### config.mk
export PLATFORM = sky130hd
export DESIGN_NAME = cmos_capture_rgb565
export DESIGN_NICKNAME = d
export VERILOG_FILES = /design/src/rtl/cmos_capture_rgb565.sv
export SDC_FILE = /design/constraint.sdc
export NUM_CORES = 1
export LEC_CHECK = 0
export ABC_AREA = 1
export CORE_MARGIN = 2
export CORE_UTILIZATION = 30
export CTS_CLUSTER_SIZE = 10
export DETAILED_ROUTE_END_ITERATION = 12
export GPL_TIMING_DRIVEN = 0
export PLACE_DENSITY_LB_ADDON = 0.25
export SLEW_MARGIN = 5
export SYNTH_ARGS = -nofsm -noshare
export SYNTH_HDL_FRONTEND = slang
export SYNTH_SLANG_ARGS = --single-unit
### constraint.sdc
create_clock -name clk -period 2.06 [get_ports clk]
set_input_delay 0.412 -clock clk [delete_from_list [all_inputs] [get_ports clk]]
set_output_delay 0.412 -clock clk [all_outputs]
set_load 0.03 [all_outputs]
### src/rtl/cmos_capture_rgb565.sv
// OV5640 DVP capture: pairs camera bytes into RGB565 pixels, skips settling frames, tracks geometry.
// Optional build macro CAPTURE_TESTPAT_EN replaces pixel data with an 8-bar colour pattern.
module cmos_capture_rgb565 #(
  parameter int WAIT_FRAMES = 10,
  parameter int H_PIXELS    = 640,
  parameter int V_LINES     = 480
) (
  input  logic        clk,
  input  logic        rst,
  input  logic        capture_start,
  input  logic        cam_vsync,
  input  logic        cam_href,
  input  logic [7:0]  cam_data,
  output logic        cmos_frame_vsync,
  output logic        cmos_frame_href,
  output logic        cmos_frame_valid,
  output logic [15:0] cmos_frame_data,
  output logic [10:0] xpos,
  output logic [10:0] ypos,
  output logic        frame_err,
  output logic [1:0]  o_dbg_state
);

  typedef enum logic [1:0] {
    ST_IDLE = 2'd0,
    ST_SKIP = 2'd1,
    ST_RUN  = 2'd2
  } state_t;

  state_t      r_state;
  state_t      w_next;
  logic        r_vsync_d0, r_vsync_d1;
  logic        r_href_d0, r_href_d1;
  logic [7:0]  r_data_d0;
  logic        r_phase;
  logic [7:0]  r_high;
  logic        r_valid;
  logic [15:0] r_data;
  logic [10:0] r_xpos, r_ypos;
  logic        r_err;
  logic [7:0]  r_frame_cnt;
  logic        r_stop;

  logic        w_vsync_rise, w_href_fall, w_run, w_last_skip;
  logic [11:0] w_line_pix;
  logic        w_line_bad, w_frame_bad;

  assign w_vsync_rise = r_vsync_d0 & ~r_vsync_d1;
  assign w_href_fall  = ~r_href_d0 & r_href_d1;
  assign w_run        = (r_state == ST_RUN);
  assign w_last_skip  = (r_frame_cnt == 8'(WAIT_FRAMES - 1));
  // The last pixel of a line strobes in the same cycle the href fall is seen.
  assign w_line_pix   = {1'b0, r_xpos} + {11'd0, r_valid};
  assign w_line_bad   = w_href_fall & ((w_line_pix != 12'(H_PIXELS)) | r_phase);
  assign w_frame_bad  = w_vsync_rise & (r_ypos != 11'(V_LINES));

`ifdef CAPTURE_TESTPAT_EN
  function automatic logic [15:0] bar_color(input logic [2:0] sel);
    case (sel)
      3'd0:    bar_color = 16'hFFFF;
      3'd1:    bar_color = 16'hFFE0;
      3'd2:    bar_color = 16'h07FF;
      3'd3:    bar_color = 16'h07E0;
      3'd4:    bar_color = 16'hF81F;
      3'd5:    bar_color = 16'hF800;
      3'd6:    bar_color = 16'h001F;
      default: bar_color = 16'h0000;
    endcase
  endfunction
`endif

  always_ff @(posedge clk) begin
    if (rst) r_state <= ST_IDLE;
    else     r_state <= w_next;
  end

  always_comb begin
    w_next = r_state;
    case (r_state)
      ST_IDLE: if (capture_start) w_next = ST_SKIP;
      ST_SKIP: begin
        if (!capture_start)                  w_next = ST_IDLE;
        else if (w_vsync_rise && w_last_skip) w_next = ST_RUN;
      end
      ST_RUN:  if (w_vsync_rise && (r_stop || !capture_start)) w_next = ST_IDLE;
      default: w_next = ST_IDLE;
    endcase
  end

  always_comb begin
    cmos_frame_vsync = r_vsync_d1 & w_run;
    cmos_frame_href  = r_href_d1 & w_run;
    cmos_frame_valid = r_valid;
    cmos_frame_data  = w_run ? r_data : 16'd0;
    xpos             = w_run ? r_xpos : 11'd0;
    ypos             = w_run ? r_ypos : 11'd0;
    frame_err        = r_err;
    o_dbg_state      = r_state;
  end

  always_ff @(posedge clk) begin
    if (rst) begin
      r_vsync_d0  <= 1'b0;
      r_vsync_d1  <= 1'b0;
      r_href_d0   <= 1'b0;
      r_href_d1   <= 1'b0;
      r_data_d0   <= 8'd0;
      r_phase     <= 1'b0;
      r_high      <= 8'd0;
      r_valid     <= 1'b0;
      r_data      <= 16'd0;
      r_xpos      <= 11'd0;
      r_ypos      <= 11'd0;
      r_err       <= 1'b0;
      r_frame_cnt <= 8'd0;
      r_stop      <= 1'b0;
    end else begin
      r_vsync_d0 <= cam_vsync;
      r_vsync_d1 <= r_vsync_d0;
      r_href_d0  <= cam_href;
      r_href_d1  <= r_href_d0;
      r_data_d0  <= cam_data;

      r_valid <= 1'b0;
      if (r_href_d0) begin
        r_phase <= ~r_phase;
        if (!r_phase) begin
          r_high <= r_data_d0;
        end else if (w_run) begin
          r_valid <= 1'b1;
`ifdef CAPTURE_TESTPAT_EN
          r_data  <= capture_start ? bar_color(r_xpos[9:7]) : {r_high, r_data_d0};
`else
          r_data  <= {r_high, r_data_d0};
`endif
        end
      end else begin
        r_phase <= 1'b0;
      end

      if (w_href_fall)                        r_xpos <= 11'd0;
      else if (r_valid && r_xpos != 11'd2047) r_xpos <= r_xpos + 11'd1;

      if (w_vsync_rise)                           r_ypos <= 11'd0;
      else if (w_href_fall && r_ypos != 11'd2047) r_ypos <= r_ypos + 11'd1;

      r_err <= w_run & (w_line_bad | w_frame_bad);

      if (r_state != ST_SKIP)  r_frame_cnt <= 8'd0;
      else if (w_vsync_rise)   r_frame_cnt <= w_last_skip ? 8'd0 : r_frame_cnt + 8'd1;

      // A stop request in RUN is held so the frame in flight still completes.
      if (!w_run)              r_stop <= 1'b0;
      else if (!capture_start) r_stop <= 1'b1;
    end
  end

endmodule
==> results.md <==
* Num CTS Buffers at 9
* Final wirelength at 8.13 mm
* Detailed Place HPWL at 6.16 mm
* Synth area leaders: dfxtp_1, nor2_1, inv_1
* First-pass GRT wire length at 12.9 mm
* Warnings, synthesis at 0
* Area of the core at 10,900 um2
* Initial antenna violation count at 0
* Via count at 3,121
* Hold path cells at 2
* Htree depth at 3
* WP data required at 1.65 ns
* DIE HEIGHT at 110 um
* Syn Std Cell Area at 3370 um2
* Setup TNS at 0 ns
* Antenna Nets Post-Route at 0
* Chip width at 110 um
* Hold-fix buffers, CTS at 0
* CTS clk-pin slew, worst paths at 0.07 ns
* Worst Skew at 0.00786 ns
* GRT Overall Usage at 13.8%
* Initial Utilization at 31.0%
* Vias in the first global route at 2,752
* # clock sinks at 72
* R2R cell count at 9
* Largest family of logic cells by synthesized area: simple AND/OR/NAND/NOR gates
* Tcrit/Tclk final at 94.7%
* Fraction of layout instances using a drive strength above 1 at 15.3%
* Synth Area in Simple Gates at 29.6%
* Yosys cell types at 30
* HP Class: input pin to flip-flop
* Setup crit start kind: flip-flop
* CP arrival at 1.54 ns
* Initial detailed-routing violation count at 139
* Max Clock Freq at 0.513 GHz
* Slew margin rel. at 64.2%
* Crit path kind: flip-flop to output pin
* Design Area, Final at 4140 um2
* RSZ-0062 raised after global routing: false
* Status: completed
* RD Place Congestion at 0.898
* Flops & latches, synth at 72
* Synth area leader: dfxtp_1
* Clock power share at 41.3%
* Gr ovfl total at 0
* Int Pwr at 2.10 mW
* Top cells by count, synth: nor2_1, dfxtp_1, inv_1, nand2_1, a21oi_1
* Crit path time final at 1.95 ns
* Sequential area share after synthesis at 42.7%
* Count leader, synth: nor2_1
* Fillers at 1,193
* Final hold vios at 0
* Pin count of the biggest net entering global routing at 12
* Slew Limit Fails at 0
* Setup violators final at 0
* DR pass1 iterations at 4
* Post-Synth XOR/XNOR Area at 2.86%
* DRC at 0
* Element type at the critical path end: output pin
* N_diodes at 0
* Share of total power in combinational logic at 5.8%
* Max-Cap Viols at 0
* Vias/cell at 4.48
* Wire length per cell at 11.7 um
* Net Count, Synth at 506
* Post-synthesis mux area share at 0%
* Pleak at 1.64 nW
* Final Util at 38.0%
* Cells after synthesis at 486
* Synth top area share at 42.7%
* Post-synth EDFFs at 0
* Sw frac at 22.7%
* Compound-Gate Fraction of Synth Area at 12.4%
* Number of buffers added on ports at 55
* IO Pins at 57
* Transition time at the pin with the least slew margin at 0.535 ns
* Sequential share of power at 52.9%
* Worst-path maximum fanout at 10
* Syn_area_per_cell at 6.94 um2
* Worst-Skew Late Latency at 0.35 ns
* Max Root-Sink Buffers at 2
* Switching pwr at 0.616 mW
* Clk root buf: clkbuf_8
* Post-Synth Adder-Cell Area at 2.60%
* VDD IR max at 0.282 mV
* Synth-to-Final Area Change at 22.7%
* Cell Pwr Density at 656 nW/um2
* CTS tree: done
* # Post-CTS Setup Buffers at 0
* Post-synth ARST share at 0%
* Placed Instance Area at 4100 um2
* # rows at 38
* Die area at 12,100 um2
* Fin nets at 572
* Top FF cell, synth: dfxtp_1
[logic make-up (layout without fill, tap and decap cells)]
family | after synthesis | count (layout)
AOI/OAI and AO/OA | 81 | 81
buffers and inverters | 87 | 158
adders and majority gates | 7 | 7
DFF | 72 | 72
xor gates and xnor gates | 11 | 11
and+or+nand+nor | 228 | 228
[power groups by stage]
stage | combinational [mW] | clock, mW | sequential (mW)
3_5_place_dp | 0.155 | 0 | 1.47
5_1_grt | 0.174 | 1.23 | 1.44
2_1_floorplan | 0.0888 | 0 | 1.47
3_3_place_gp | 0.152 | 0 | 1.47
6_report | 0.156 | 1.12 | 1.44
4_1_cts | 0.158 | 1.16 | 1.44
[state kept, by name, indices dropped and copies added, names as in the netlist]
signal,cells
r_xpos,11
frame_err,1
r_vsync_d1,1
r_ypos,11
o_dbg_state,2
r_href_d0,1
r_phase,1
r_data_d0,8
r_frame_cnt,8
cmos_frame_valid,1
r_stop,1
r_data,16
r_high,8
r_vsync_d0,1
r_href_d1,1
[final timing paths]
kind | start | slack [ns] | to
max reg2reg | r_xpos[0] | 0.23 | frame_err
max | o_dbg_state[1] | 0.11 | cmos_frame_data[14]
min reg2reg | r_data[14] | 0.45 | r_data[14]
min | rst | 0.40 | r_data_d0[1]
[placed cells by master (no fill, tap or decap)]
| master | n |
|---|---|
| nor2_1 | 108 |
| dfxtp_1 | 71 |
| inv_1 | 70 |
| nand2_1 | 70 |
| a21oi_1 | 42 |
| buf_2 | 35 |
| o21ai_0 | 34 |
| nand3_1 | 18 |
| clkdlybuf4s50_1 | 15 |
| clkbuf_8 | 11 |
| xor2_1 | 10 |
| nor2_2 | 8 |
| clkbuf_1 | 7 |
| ha_1 | 7 |
| nor3_1 | 6 |
| clkbuf_4 | 5 |
| buf_4 | 5 |
| nand4_1 | 5 |
| nor3_2 | 4 |
| nand2_4 | 3 |
| inv_2 | 2 |
| nand3_2 | 2 |
| nor2_4 | 2 |
| clkinv_1 | 2 |
| clkinv_2 | 2 |
| clkbuf_2 | 1 |
| buf_1 | 1 |
| nand2_2 | 1 |
| inv_4 | 1 |
| o31ai_1 | 1 |
| nand3_4 | 1 |
| a211oi_1 | 1 |
| o21bai_1 | 1 |
| a21o_1 | 1 |
| a22oi_1 | 1 |
| xnor2_1 | 1 |
| bufinv_16 | 1 |
| dfxtp_2 | 1 |
[layout make-up]
type	count	area [um2]	share of cell area, %
Multi-Input combinational cell	327	1610	38.9
Clock inverter	3	40.0	0.967
Clock buffer	13	159	3.84
Buffer	12	60.1	1.45
Sequential cell	72	1440	34.8
Tap cell	140	175	4.23
Inverter	75	284	6.86
Timing Repair Buffer	55	368	8.88
[metrics by stage]
step	std cells	hold slack, ns	total power [mW]	setup WS [ns]
final	697	0.396	2.72	0.110
after global routing	697	0.403	2.85	0.0104
after CTS	697	0.385	2.76	0.00395
after detailed placement	681	0.444	1.62	-0.322
after global placement	681	0.439	1.62	-0.356
after floorplan	486	0.430	1.56	0.174
[critical path, stage by stage (launching register included)]
cell and delay (ns):
dfxtp_2 0.35, inv_1 0.07, nor2_2 0.13, inv_2 0.08, clkbuf_4 0.20, nor2_1 0.16, buf_4 0.19
[repair_timing]
| item | in CTS | in global routing |
|---|---|---|
| endpoints found under the setup margin | 40 | 25 |
| endpoints found under the hold margin | 0 | 0 |
| gates resized for setup | 211 | 11 |
[per-layer routing]
metal  up-vias  global-route usage (%)  part of all wire, %
met4         0                    6.15                  1.7
met5         -                       0                    0
met2        51                    22.0                   47
met3        11                    2.53                  4.2
met1      1409                    18.2                   48
li1       1650                       -                    -
(Power assumes the default switching activity.)
